**src/rtl/arm_pkg.sv**
```systemverilog
// Shared ARM pipeline definitions: ALU command encodings, shifter types,
// NZCV bit positions and the EXE/MEM pipeline register layout.
package arm_pkg;

  localparam int WORD_W = 32;

  typedef enum logic [3:0] {
    EXE_NOP = 4'b0000,
    EXE_MOV = 4'b0001,
    EXE_ADD = 4'b0010,
    EXE_ADC = 4'b0011,
    EXE_SUB = 4'b0100,
    EXE_SBC = 4'b0101,
    EXE_AND = 4'b0110,
    EXE_ORR = 4'b0111,
    EXE_EOR = 4'b1000,
    EXE_MVN = 4'b1001
  } exec_cmd_e;

  localparam logic [1:0] SH_LSL = 2'b00;
  localparam logic [1:0] SH_LSR = 2'b01;
  localparam logic [1:0] SH_ASR = 2'b10;
  localparam logic [1:0] SH_ROR = 2'b11;

  localparam int FLAG_N = 3;
  localparam int FLAG_Z = 2;
  localparam int FLAG_C = 1;
  localparam int FLAG_V = 0;

  typedef struct packed {
    logic [WORD_W-1:0] alu_res;
    logic [WORD_W-1:0] val_rm;
    logic [3:0]        dest;
    logic              mem_r_en;
    logic              mem_w_en;
    logic              wb_en;
  } exe_mem_t;

endpackage

```
**src/rtl/val2_generator.sv**
```systemverilog
// Second ALU operand: memory offset, rotated 8-bit immediate, or shifted Rm.
module val2_generator
  import arm_pkg::*;
#(
  parameter int WIDTH = 32
) (
  input  logic             imm,
  input  logic             mem_op,
  input  logic [11:0]      shift_operand,
  input  logic [WIDTH-1:0] val_rm,
  output logic [WIDTH-1:0] val2
);

  logic [4:0]         rot_amt;
  logic [4:0]         sh_amt;
  logic [WIDTH-1:0]   imm_ext;
  logic [2*WIDTH-1:0] rot_imm_w;
  logic [2*WIDTH-1:0] ror_rm_w;

  always_comb begin
    rot_amt   = {shift_operand[11:8], 1'b0};
    sh_amt    = shift_operand[11:7];
    imm_ext   = {{(WIDTH-8){1'b0}}, shift_operand[7:0]};
    // Rotates as a right shift of the doubled word; amount 0 falls out as identity.
    rot_imm_w = {imm_ext, imm_ext} >> rot_amt;
    ror_rm_w  = {val_rm, val_rm} >> sh_amt;
    val2      = '0;
    if (mem_op) begin
      val2 = {{(WIDTH-12){1'b0}}, shift_operand};
    end else if (imm) begin
      val2 = rot_imm_w[WIDTH-1:0];
    end else begin
      case (shift_operand[6:5])
        SH_LSL:  val2 = val_rm << sh_amt;
        SH_LSR:  val2 = val_rm >> sh_amt;
        SH_ASR:  val2 = $signed(val_rm) >>> sh_amt;
        default: val2 = ror_rm_w[WIDTH-1:0];
      endcase
    end
  end

endmodule

```
**src/rtl/exe_stage.sv**
```systemverilog
// ARM execute stage: Val2 + ALU, branch target adder, NZCV register
// (falling-edge so ID sees new flags this cycle) and the EXE/MEM register.
module exe_stage
  import arm_pkg::*;
#(
  parameter int WIDTH = 32
) (
  input  logic             clk,
  input  logic             rst,
  input  logic             freeze,
  input  logic [WIDTH-1:0] pc_in,
  input  logic             mem_r_en_in,
  input  logic             mem_w_en_in,
  input  logic             wb_en_in,
  input  logic             status_w_en_in,
  input  logic             imm_in,
  input  logic [3:0]       exec_cmd_in,
  input  logic [WIDTH-1:0] val_rn_in,
  input  logic [WIDTH-1:0] val_rm_in,
  input  logic [23:0]      signed_immed_24_in,
  input  logic [11:0]      shift_operand_in,
  input  logic [3:0]       dest_in,
  output logic [WIDTH-1:0] branch_addr,
  output logic [3:0]       status,
  output logic [WIDTH-1:0] alu_res,
  output logic [WIDTH-1:0] val_rm,
  output logic [3:0]       dest,
  output logic             mem_r_en,
  output logic             mem_w_en,
  output logic             wb_en
);

  logic [WIDTH-1:0] val2;
  logic [WIDTH-1:0] opb;
  logic [WIDTH-1:0] res;
  logic [WIDTH:0]   sum;
  logic             cin_eff;
  logic             arith;
  logic             flag_wr;
  exec_cmd_e        cmd;
  logic [3:0]       status_d, status_q;
  exe_mem_t         exe_mem_d, exe_mem_q;

  val2_generator #(.WIDTH(WIDTH)) u_val2 (
    .imm           (imm_in),
    .mem_op        (mem_r_en_in | mem_w_en_in),
    .shift_operand (shift_operand_in),
    .val_rm        (val_rm_in),
    .val2          (val2)
  );

  assign branch_addr = pc_in + {{(WIDTH-26){signed_immed_24_in[23]}}, signed_immed_24_in, 2'b00};

  // Subtracts are Rn + ~Val2 + cin, so C is the inverted borrow for free.
  always_comb begin
    cmd     = exec_cmd_e'(exec_cmd_in);
    opb     = val2;
    cin_eff = 1'b0;
    arith   = 1'b0;
    flag_wr = 1'b1;
    res     = '0;
    case (cmd)
      EXE_MOV: res = val2;
      EXE_MVN: res = ~val2;
      EXE_ADD: arith = 1'b1;
      EXE_ADC: begin arith = 1'b1; cin_eff = status_q[FLAG_C]; end
      EXE_SUB: begin arith = 1'b1; opb = ~val2; cin_eff = 1'b1; end
      EXE_SBC: begin arith = 1'b1; opb = ~val2; cin_eff = status_q[FLAG_C]; end
      EXE_AND: res = val_rn_in & val2;
      EXE_ORR: res = val_rn_in | val2;
      EXE_EOR: res = val_rn_in ^ val2;
      default: flag_wr = 1'b0;
    endcase
    sum = {1'b0, val_rn_in} + {1'b0, opb} + {{WIDTH{1'b0}}, cin_eff};
    if (arith) res = sum[WIDTH-1:0];
  end

  always_comb begin
    status_d = status_q;
    if (status_w_en_in && !freeze && flag_wr) begin
      status_d[FLAG_N] = res[WIDTH-1];
      status_d[FLAG_Z] = (res == '0);
      if (arith) begin
        status_d[FLAG_C] = sum[WIDTH];
        status_d[FLAG_V] = (val_rn_in[WIDTH-1] == opb[WIDTH-1]) &&
                           (res[WIDTH-1] != val_rn_in[WIDTH-1]);
      end
    end
  end

  always_ff @(negedge clk or posedge rst) begin
    if (rst) status_q <= '0;
    else     status_q <= status_d;
  end

  always_comb begin
    exe_mem_d = exe_mem_q;
    if (!freeze) begin
      exe_mem_d.alu_res  = res;
      exe_mem_d.val_rm   = val_rm_in;
      exe_mem_d.dest     = dest_in;
      exe_mem_d.mem_r_en = mem_r_en_in;
      exe_mem_d.mem_w_en = mem_w_en_in;
      exe_mem_d.wb_en    = wb_en_in;
    end
  end

  always_ff @(posedge clk or posedge rst) begin
    if (rst) exe_mem_q <= '0;
    else     exe_mem_q <= exe_mem_d;
  end

  assign status   = status_q;
  assign alu_res  = exe_mem_q.alu_res;
  assign val_rm   = exe_mem_q.val_rm;
  assign dest     = exe_mem_q.dest;
  assign mem_r_en = exe_mem_q.mem_r_en;
  assign mem_w_en = exe_mem_q.mem_w_en;
  assign wb_en    = exe_mem_q.wb_en;

endmodule

```
**config.mk**
```make
export PLATFORM = sky130hd
export DESIGN_NAME = exe_stage
export DESIGN_NICKNAME = d
export VERILOG_FILES = /design/src/rtl/arm_pkg.sv /design/src/rtl/val2_generator.sv /design/src/rtl/exe_stage.sv
export SDC_FILE = /design/constraint.sdc
export NUM_CORES = 1
export LEC_CHECK = 0
export BUFFER_PORTS_ARGS = -buffer_cell sky130_fd_sc_hd__buf_2
export CORE_UTILIZATION = 55
export DETAILED_ROUTE_END_ITERATION = 6
export PLACE_DENSITY = 0.78
export SYNTH_ARGS = -nofsm -noshare
export SYNTH_HDL_FRONTEND = slang
export SYNTH_SLANG_ARGS = --single-unit
export TNS_END_PERCENT = 10
```
**constraint.sdc**
```tcl
create_clock -name clk -period 5 [get_ports clk]
set_input_delay 0.25 -clock clk [delete_from_list [all_inputs] [get_ports clk]]
set_output_delay 0.25 -clock clk [all_outputs]
set_load 0.02 [all_outputs]
```
==> results.md, run 1 <==
* Die span in x at roughly 170 um
* Global-route usage over all layers at 0.7450
* EDFF count, synth at 0
* Main area contributors after synthesis: dfrtp_1 11%, ha_1 9.8%, mux4_2 6.5%, mux2i_1 6.4%, mux2_2 6.4%
* Cells after Synth at roughly 1,900
* Initial Util at 0.5637
* Top-count cell post-synth: nand2_1
* Buffers added on ports at 250
* Pin count of the biggest net entering global routing at about 50
* Commonest register cell after synthesis: dfrtp_1
* Register area share after synthesis at 0.1185
* Root Driver: clkbuf_16
* Number of synthesized register bits at 75
* YS warnings at 0
* Num CTS Buffers at 9
* Post-synthesis cell type count at 104
* Worst ep type: register data pin
* Async set-reset flop share out of synthesis at 1.000
* Status: did not finish
* Io pins at 255
* Residual overflow from global routing at 75
* # clock sinks at 75
* Worst EP post-GRT repair: status[2]$_DFFE_NP0P_/D
* FP Rows at about 60
* CTS H-Tree Depth at 3
* Syn nets at ~2,200
* DP HPWL at about 65,000 um
* Mapped Area at roughly 16,000 um^2
* Commonest cells in the netlist: 170 x nand2_1, 156 x nor2_1, 124 x ha_1, 123 x a21oi_1, 105 x inv_1
* Synth Area per Inst at slightly above 8 um^2
* CTS Buffer Depth at 2
* Share of the synthesized area in the top cell type at 0.1122
* Die height at approximately 170 um
* Stop stage: global routing
* Tool Error: [ERROR GRT-0232] Routing congestion too high. Check the congestion heatmap in the GUI.
* Synth area leader: dfrtp_1
* RePlAce Congestion at 1.216
-- cell families after synthesis --
family,Yosys count,share of synthesized area
mux,265,0.2363
xor+xnor,94,0.05200
fa+ha+maj,127,0.1018
simple gates,536,0.1588
compound gates,567,0.2504
buf+inv,279,0.08218
flops,75,0.1185
-- per-layer routing --
| metal | overflow | track usage |
|---|---|---|
| met1 | 0 | 0.7620 |
| met2 | 30 | 0.9160 |
| met3 | 5 | 0.5849 |
| met5 | 0 | 0.3357 |
| met4 | 40 | 0.6832 |
-- what timing repair did --
item / 4_1_cts
cloned: 2
pin swaps: 98
hold buffers: 1
endpoints found under the hold margin: 24
buffers inserted: 54
endpoints found under the setup margin: 36
gates resized for setup: 192
-- stage by stage --
step | hold WS, ps | setup slack [ps] | utilization | instances | instance area, um^2
after floorplan | 400.6 | -2454 | - | 1943 | 15880
after global placement | 331.8 | -2893 | 0.7844 | 3093 | 22030
after detailed placement | 371.8 | -3159 | 0.7844 | 3093 | 22030
after CTS | 116.3 | -2299 | 0.8404 | 3165 | 23600
==> run 2: changes to the inputs <==
--- a/config.mk
+++ b/config.mk
@@ -6,9 +6,9 @@
 export NUM_CORES = 1
 export LEC_CHECK = 0
 export BUFFER_PORTS_ARGS = -buffer_cell sky130_fd_sc_hd__buf_2
-export CORE_UTILIZATION = 55
+export CORE_UTILIZATION = 40
 export DETAILED_ROUTE_END_ITERATION = 6
-export PLACE_DENSITY = 0.78
+export PLACE_DENSITY_LB_ADDON = 0.15
 export SYNTH_ARGS = -nofsm -noshare
 export SYNTH_HDL_FRONTEND = slang
 export SYNTH_SLANG_ARGS = --single-unit
==> run 2 against run 1 <==
  * The flow now finishes, with violations (setup timing)
  * Synthesized cell count unchanged
  * Synthesized area unchanged
==> results.md, run 2 <==
* Top-count cell post-synth: nand2_1
* Syn nets at ~2,200
* Critical Path AT at 5420 ps
* Mapped Area at ~16,000 um^2
* Skew final at roughly 8.9 ps
* DP Area at roughly 23,000 um^2
* CTS H-Tree Depth at 3
* Clock transition at path regs at about 60 ps
* Cts hold-fix bufs at 0
* Register area share after synthesis at 0.1185
* Vias in the first global route at approximately 20,000
* Worst hold path class: in2async
* Num CTS Buffers at 9
* Final worst setup slack at -2524 ps
* Async set-reset flop share out of synthesis at 1.000
* Pwr Total at ~4.6 mW
* CTS Buffer Depth at 2
* Root Driver: clkbuf_16
* Cells after Synth at approximately 1,900
* Area Overhead vs Synth at 55.12%
* Core ar. at 38,830 um^2
* Die height at roughly 200 um
* Routed WL at a little under 90,000 um
* CTS tree: done
* Dpl ws at -3427 ps
* Final Hold Fails at 0
* Fillcell total at between 3,000 and 4,000
* Static Leak at 11.81 nW
* Max VDD drop at between 0.4 and 0.5 mV
* Non-filler cells, final at ~3,400
* Synth Area per Inst at 8.149 um^2
* Global-route usage over all layers at 0.4170
* Share of post-route cells with drive strength above 1 at 0.4915
* RePlAce Congestion at 1.064
* Final Cell Area at roughly 25,000 um^2
* Critical path required time at 2900 ps
* First-pass GRT wire length at ~130,000 um
* Crit-path max FO at 9
* FP Rows at 72
* RSZ-0062 raised after global routing: true
* Post-synthesis cell type count at 104
* Io pins at about 260
* Max Cap Violations at 0
* Final setup vio count at 36
* Highest-count cells in the layout ignoring fill and taps: 748 x buf_4, 245 x buf_2, 164 x nand2_1
* CP endpoint kind: flip-flop
* Worst-margin pin slew at just under 900 ps
* YS warnings at 0
* Status: finished, violations left
* DP HPWL at roughly 71,000 um
* Number of synthesized register bits at 75
* Setup slack, reg-to-reg at -1410 ps
* Area of the die at 40,380 um^2
* Clock Latency Late Sink at around 370 ps
* Initial Util at 0.4078
* Slew headroom at 0.4026
* Setup crit start kind: input port
* Initial DRT Pass Iterations at 5
* Vias per cell at 6.129
* Final slew viol count at 0
* Synth area leader: dfrtp_1
* Drt wl/cell at 25.87 um
* Most common cell after layout, fill and taps aside: buf_4
* Vias at between 20,000 and 25,000
* Drt initial violations at between 2,000 and 2,500
* Main area contributors after synthesis: dfrtp_1 11%, ha_1 9.8%, mux4_2 6.5%, mux2i_1 6.4%, mux2_2 6.4%
* Share of the synthesized area in the top cell type at 0.1122
* Initial antenna violation count at 1
* Commonest register cell after synthesis: dfrtp_1
* Crit Path Category: in2reg
* Commonest cells in the netlist: 170 x nand2_1, 156 x nor2_1, 124 x ha_1, 123 x a21oi_1, 105 x inv_1
* Buffers added on ports at between 200 and 300
* Antenna cells at 0
* Drc violations at 0
* Placed Instances at ~3,300
* Final net count at between 3,000 and 4,000
* Die span in x at roughly 200 um
* Final core utilization at 0.6326
* R2r worst-path depth at 18
* Pin count of the biggest net entering global routing at just over 50
* EDFF count, synth at 0
* Post-route ant nets at 0
* Cell Pwr Density at approximately 190 nW/um^2
* Failing checks: setup timing
* # clock sinks at 75
* Residual overflow from global routing at 0
==> run 2: cell counts after synthesis <==
Identical to the previous run, type by type.
==> run 2: power by group <==
group / leakage (nW) / switching, mW / total [mW] / internal [mW]
sequential: 0.904 / 0.0530 / 0.744 / 0.691
combinational: 10.8 / 1.76 / 3.25 / 1.49
clock: 0.139 / 0.279 / 0.628 / 0.349
==> run 2: cell families after synthesis <==
group | count (synthesis) | share of synthesized area
and+or+nand+nor | 536 | 0.1588
buffers and inverters | 279 | 0.08218
AOI/OAI and AO/OA | 567 | 0.2504
DFF | 75 | 0.1185
muxes | 265 | 0.2363
adders and majority gates | 127 | 0.1018
xor gates and xnor gates | 94 | 0.05200
==> run 2: area by class of cell <==
class                      count  area, um^2  share of cell area
multi-input combinational   1589       13610              0.5541
timing repair buffer        1047        7722              0.3144
sequential                    75        1877             0.07641
tap                          518       648.1             0.02639
inverter                     111       426.7             0.01737
clock buffer                  10       239.0            0.009730
clock inverter                 6       40.04            0.001630
==> run 2: critical path: stages <==
cell and delay [ps]:
buf_6 130, buf_12 150, inv_6 80, buf_12 120
mux2_4 330, mux4_2 530, o21ai_2 160, o2111a_2 300
o211ai_1 130, buf_4 170, xnor2_2 120, ha_1 350
nand2_2 110, nor3_4 250, a22oi_2 130, a21boi_4 230
o211ai_1 190, a311oi_2 440, buf_4 180, buf_4 90
xnor2_1 110, o211ai_1 150, nor4b_2 340, nor4b_4 250
a21o_1 110
==> run 2: path summary, 6_finish.rpt <==
| path | start | end |
|---|---|---|
| max | shift_operand_in[8] | status[2]$_DFFE_NP0P_ |
| min | rst | alu_res[27]$_DFFE_PP0N_ |
| max reg2reg | status[1]$_DFFE_NP0P_ | alu_res[31]$_DFFE_PP0N_ |
| min reg2reg | status[2]$_DFFE_NP0P_ | status[2]$_DFFE_NP0P_ |
| max in group asynchronous | rst | status[0]$_DFFE_NP0P_ |
| min in group clk | wb_en_in | wb_en$_DFFE_PP0N_ |
==> run 2: repair_timing <==
item,CTS,global route
setup endpoints to repair,36,36
cloned,4,0
resized for setup,141,111
pin swaps,50,68
setup buffers,33,30
==> run 2: per-stage QoR <==
step           hold slack [ps]  setup TNS (ps)
6_report                 6.887          -34970
3_3_place_gp             405.5          -44510
2_1_floorplan            400.6          -25540
3_5_place_dp             410.8          -44170
4_1_cts                  22.42          -33950
5_1_grt                  82.33          -38810
==> run 2: per-layer routing <==
metal | part of all wire | wire (um) | vias to the layer above | GRT usage
met5 | 0 | 0 | - | 0
met4 | 0.059 | 5124 | 0 | 0.2080
met3 | 0.099 | 8598 | 270 | 0.07386
met2 | 0.43 | 37390 | 1326 | 0.6419
met1 | 0.41 | 35710 | 9892 | 0.5601
li1 | - | - | 9081 | -
Power figures use the tool's default switching activity.
==> run 3: changes to the inputs <==
--- a/config.mk
+++ b/config.mk
@@ -8,7 +8,8 @@
 export BUFFER_PORTS_ARGS = -buffer_cell sky130_fd_sc_hd__buf_2
 export CORE_UTILIZATION = 40
 export DETAILED_ROUTE_END_ITERATION = 6
-export PLACE_DENSITY_LB_ADDON = 0.15
+export GPL_ROUTABILITY_DRIVEN = 0
+export PLACE_DENSITY = 0.61
 export SYNTH_ARGS = -nofsm -noshare
 export SYNTH_HDL_FRONTEND = slang
 export SYNTH_SLANG_ARGS = --single-unit
==> run 3 against run 2 <==
  * The flow finishes with violations (DRC, setup timing)
  * First-iteration DRC count grew 26%
  * Combinational power is 8.0% lower
  * Clock power is 24% higher
  * Final area is 5.2% lower
  * Critical endpoint unchanged
==> results.md, run 3 (synthesized netlist as in run 2, its figures left out) <==
* Status: finished, violations left
* Failing checks: DRC, setup timing
* Final setup vio count at 35
* Final worst setup slack at -2500 ps
* CP endpoint kind: flip-flop
* Io pins at around 260
* Crit-path slowest cell: o31ai_2
* Setup crit start kind: input port
* CTS tree: done
* Critical path required time at ~2900 ps
* Drt wl/cell at 23.88 um
* Die height at approximately 200 um
* CTS Buffer Depth at 2
* Critical Path AT at ~5400 ps
* Final net count at 3,001
* Drt initial violations at approximately 2,900
* Core ar. at ~39,000 um^2
* Slew headroom at 0.5028
* Skew final at 4.772 ps
* Crit Path Category: in2reg
* Vias at approximately 20,000
* Antenna cells at 0
* Die span in x at ~200 um
* Worst hold path depth at 2
* Final slew viol count at 0
* Worst hold path class: in2reg
* Num CTS Buffers at 9
* RSZ-0062 raised after global routing: true
* Initial Util at 0.4078
* Vias in the first global route at ~20,000
* Max VDD drop at around 0.31 mV
* Final Hold Fails at 0
* Post-route ant nets at 0
* Share of post-route cells with drive strength above 1 at 0.4544
* Pin count of the biggest net entering global routing at between 50 and 60
* FP Rows at 72
* Clock transition at path regs at ~60 ps
* Area of the die at about 40,000 um^2
* Critical-path cell list: buf_4 > buf_12 > and2_1 > buf_4 > nor2_1 > o32ai_1 > a221oi_2 > a211oi_1 > o31ai_2 > buf_4 > xor2_1 > ha_1 > a21o_1 > a21oi_2 > nand3b_1 > o21a_1 > a41o_1 > xor2_1 > a211o_1 > nand4bb_4 > nor4_4 > nand4bb_4 > nor4b_4 > a21o_1
* Global-route usage over all layers at 0.3754
* Static Leak at 11.18 nW
* Slowest stage delay, CP at between 300 and 400 ps
* Root Driver: clkbuf_16
* Routed WL at between 70,000 and 80,000 um
* Area Overhead vs Synth at 47.05%
* Cell Pwr Density at between 150 and 200 nW/um^2
* Residual overflow from global routing at 0
* CTS H-Tree Depth at 3
* Dpl ws at -3009 ps
* First-pass GRT wire length at 116,900 um
* Max Cap Violations at 0
* Worst-margin pin slew at roughly 740 ps
* Clock Latency Late Sink at between 300 and 400 ps
* Most common cell after layout, fill and taps aside: buf_4
* CP dominant cell by count: buf_4
* DP HPWL at between 60,000 and 70,000 um
* # clock sinks at between 70 and 80
* Initial antenna violation count at 1
* Initial DRT Pass Iterations at 7
* Final core utilization at 0.5997
* Vias per cell at about 6.2
* Drc violations at 57
* Highest-count cells in the layout ignoring fill and taps: 661 x buf_4, 247 x buf_2, 167 x nand2_1
* Crit-path max FO at 14
* R2r worst-path depth at 18
* Buffers added on ports at 250
[run 3: where the power goes]
group	switching (mW)	internal [mW]	total (mW)
combinational	1.64	1.36	2.99
clock	0.290	0.490	0.780
sequential	0.0467	0.691	0.738
[run 3: final timing paths]
kind                                  startpoint                 endpoint  slack [ps]
setup reg to reg           status[1]$_DFFE_NP0P_  alu_res[28]$_DFFE_PP0N_       -1310
hold / removal                        dest_in[0]      dest[0]$_DFFE_PP0N_         110
hold reg to reg            status[0]$_DFFE_NP0P_    status[0]$_DFFE_NP0P_         440
setup / recovery             shift_operand_in[8]    status[2]$_DFFE_NP0P_       -2500
max in group asynchronous                    rst    status[1]$_DFFE_NP0P_        1600
min in group asynchronous                    rst  alu_res[28]$_DFFE_PP0N_         540
[run 3: worst max-delay path, delay by kind of cell]
kind	cells	cell delay, ps
adders and majority gates	1	290
and+or+nand+nor	7	1470
buffers and inverters	4	760
AOI/OAI and AO/OA	10	2300
xor gates and xnor gates	2	310
[run 3: layer usage]
layer | GRT usage | vias to the layer above | wire [um]
li1 | - | 8862 | -
met1 | 0.4724 | 9521 | 30210
met2 | 0.5688 | 1476 | 32370
met3 | 0.1190 | 412 | 9836
met4 | 0.2037 | 2 | 5165
met5 | 0 | - | 13
[run 3: repair_timing]
action	CTS	global route
hold buffers	1	0
gates cloned	0	1
hold endpoints to repair	22	0
resized for setup	91	45
buffers inserted	17	10
setup endpoints to repair	36	36
pin swaps	25	32
[run 3: metrics by stage]
stage | cell area [um^2] | setup TNS (ps) | hold slack [ps] | instances | power, mW
6_report | 23280 | -31500 | 114.8 | 3249 | 4.513
2_1_floorplan | 15880 | -25540 | 400.6 | 1943 | 2.230
3_3_place_gp | 22090 | -39920 | 377.5 | 3204 | 3.433
4_1_cts | 22930 | -29350 | 100.4 | 3238 | 4.357
3_5_place_dp | 22090 | -42910 | 387.5 | 3204 | 3.471
5_1_grt | 23280 | -37520 | 113.4 | 3249 | 4.700
[run 3: layout make-up]
class                   count  area (um^2)
fillers                  3390        15540
multi-input cells        1589        13240
repair buffers            940         6749
flip-flops and latches     75         1877
well taps                 518        648.1
inverters                 111        422.9
clock buffers               9        225.2
clock inverters             7        123.9
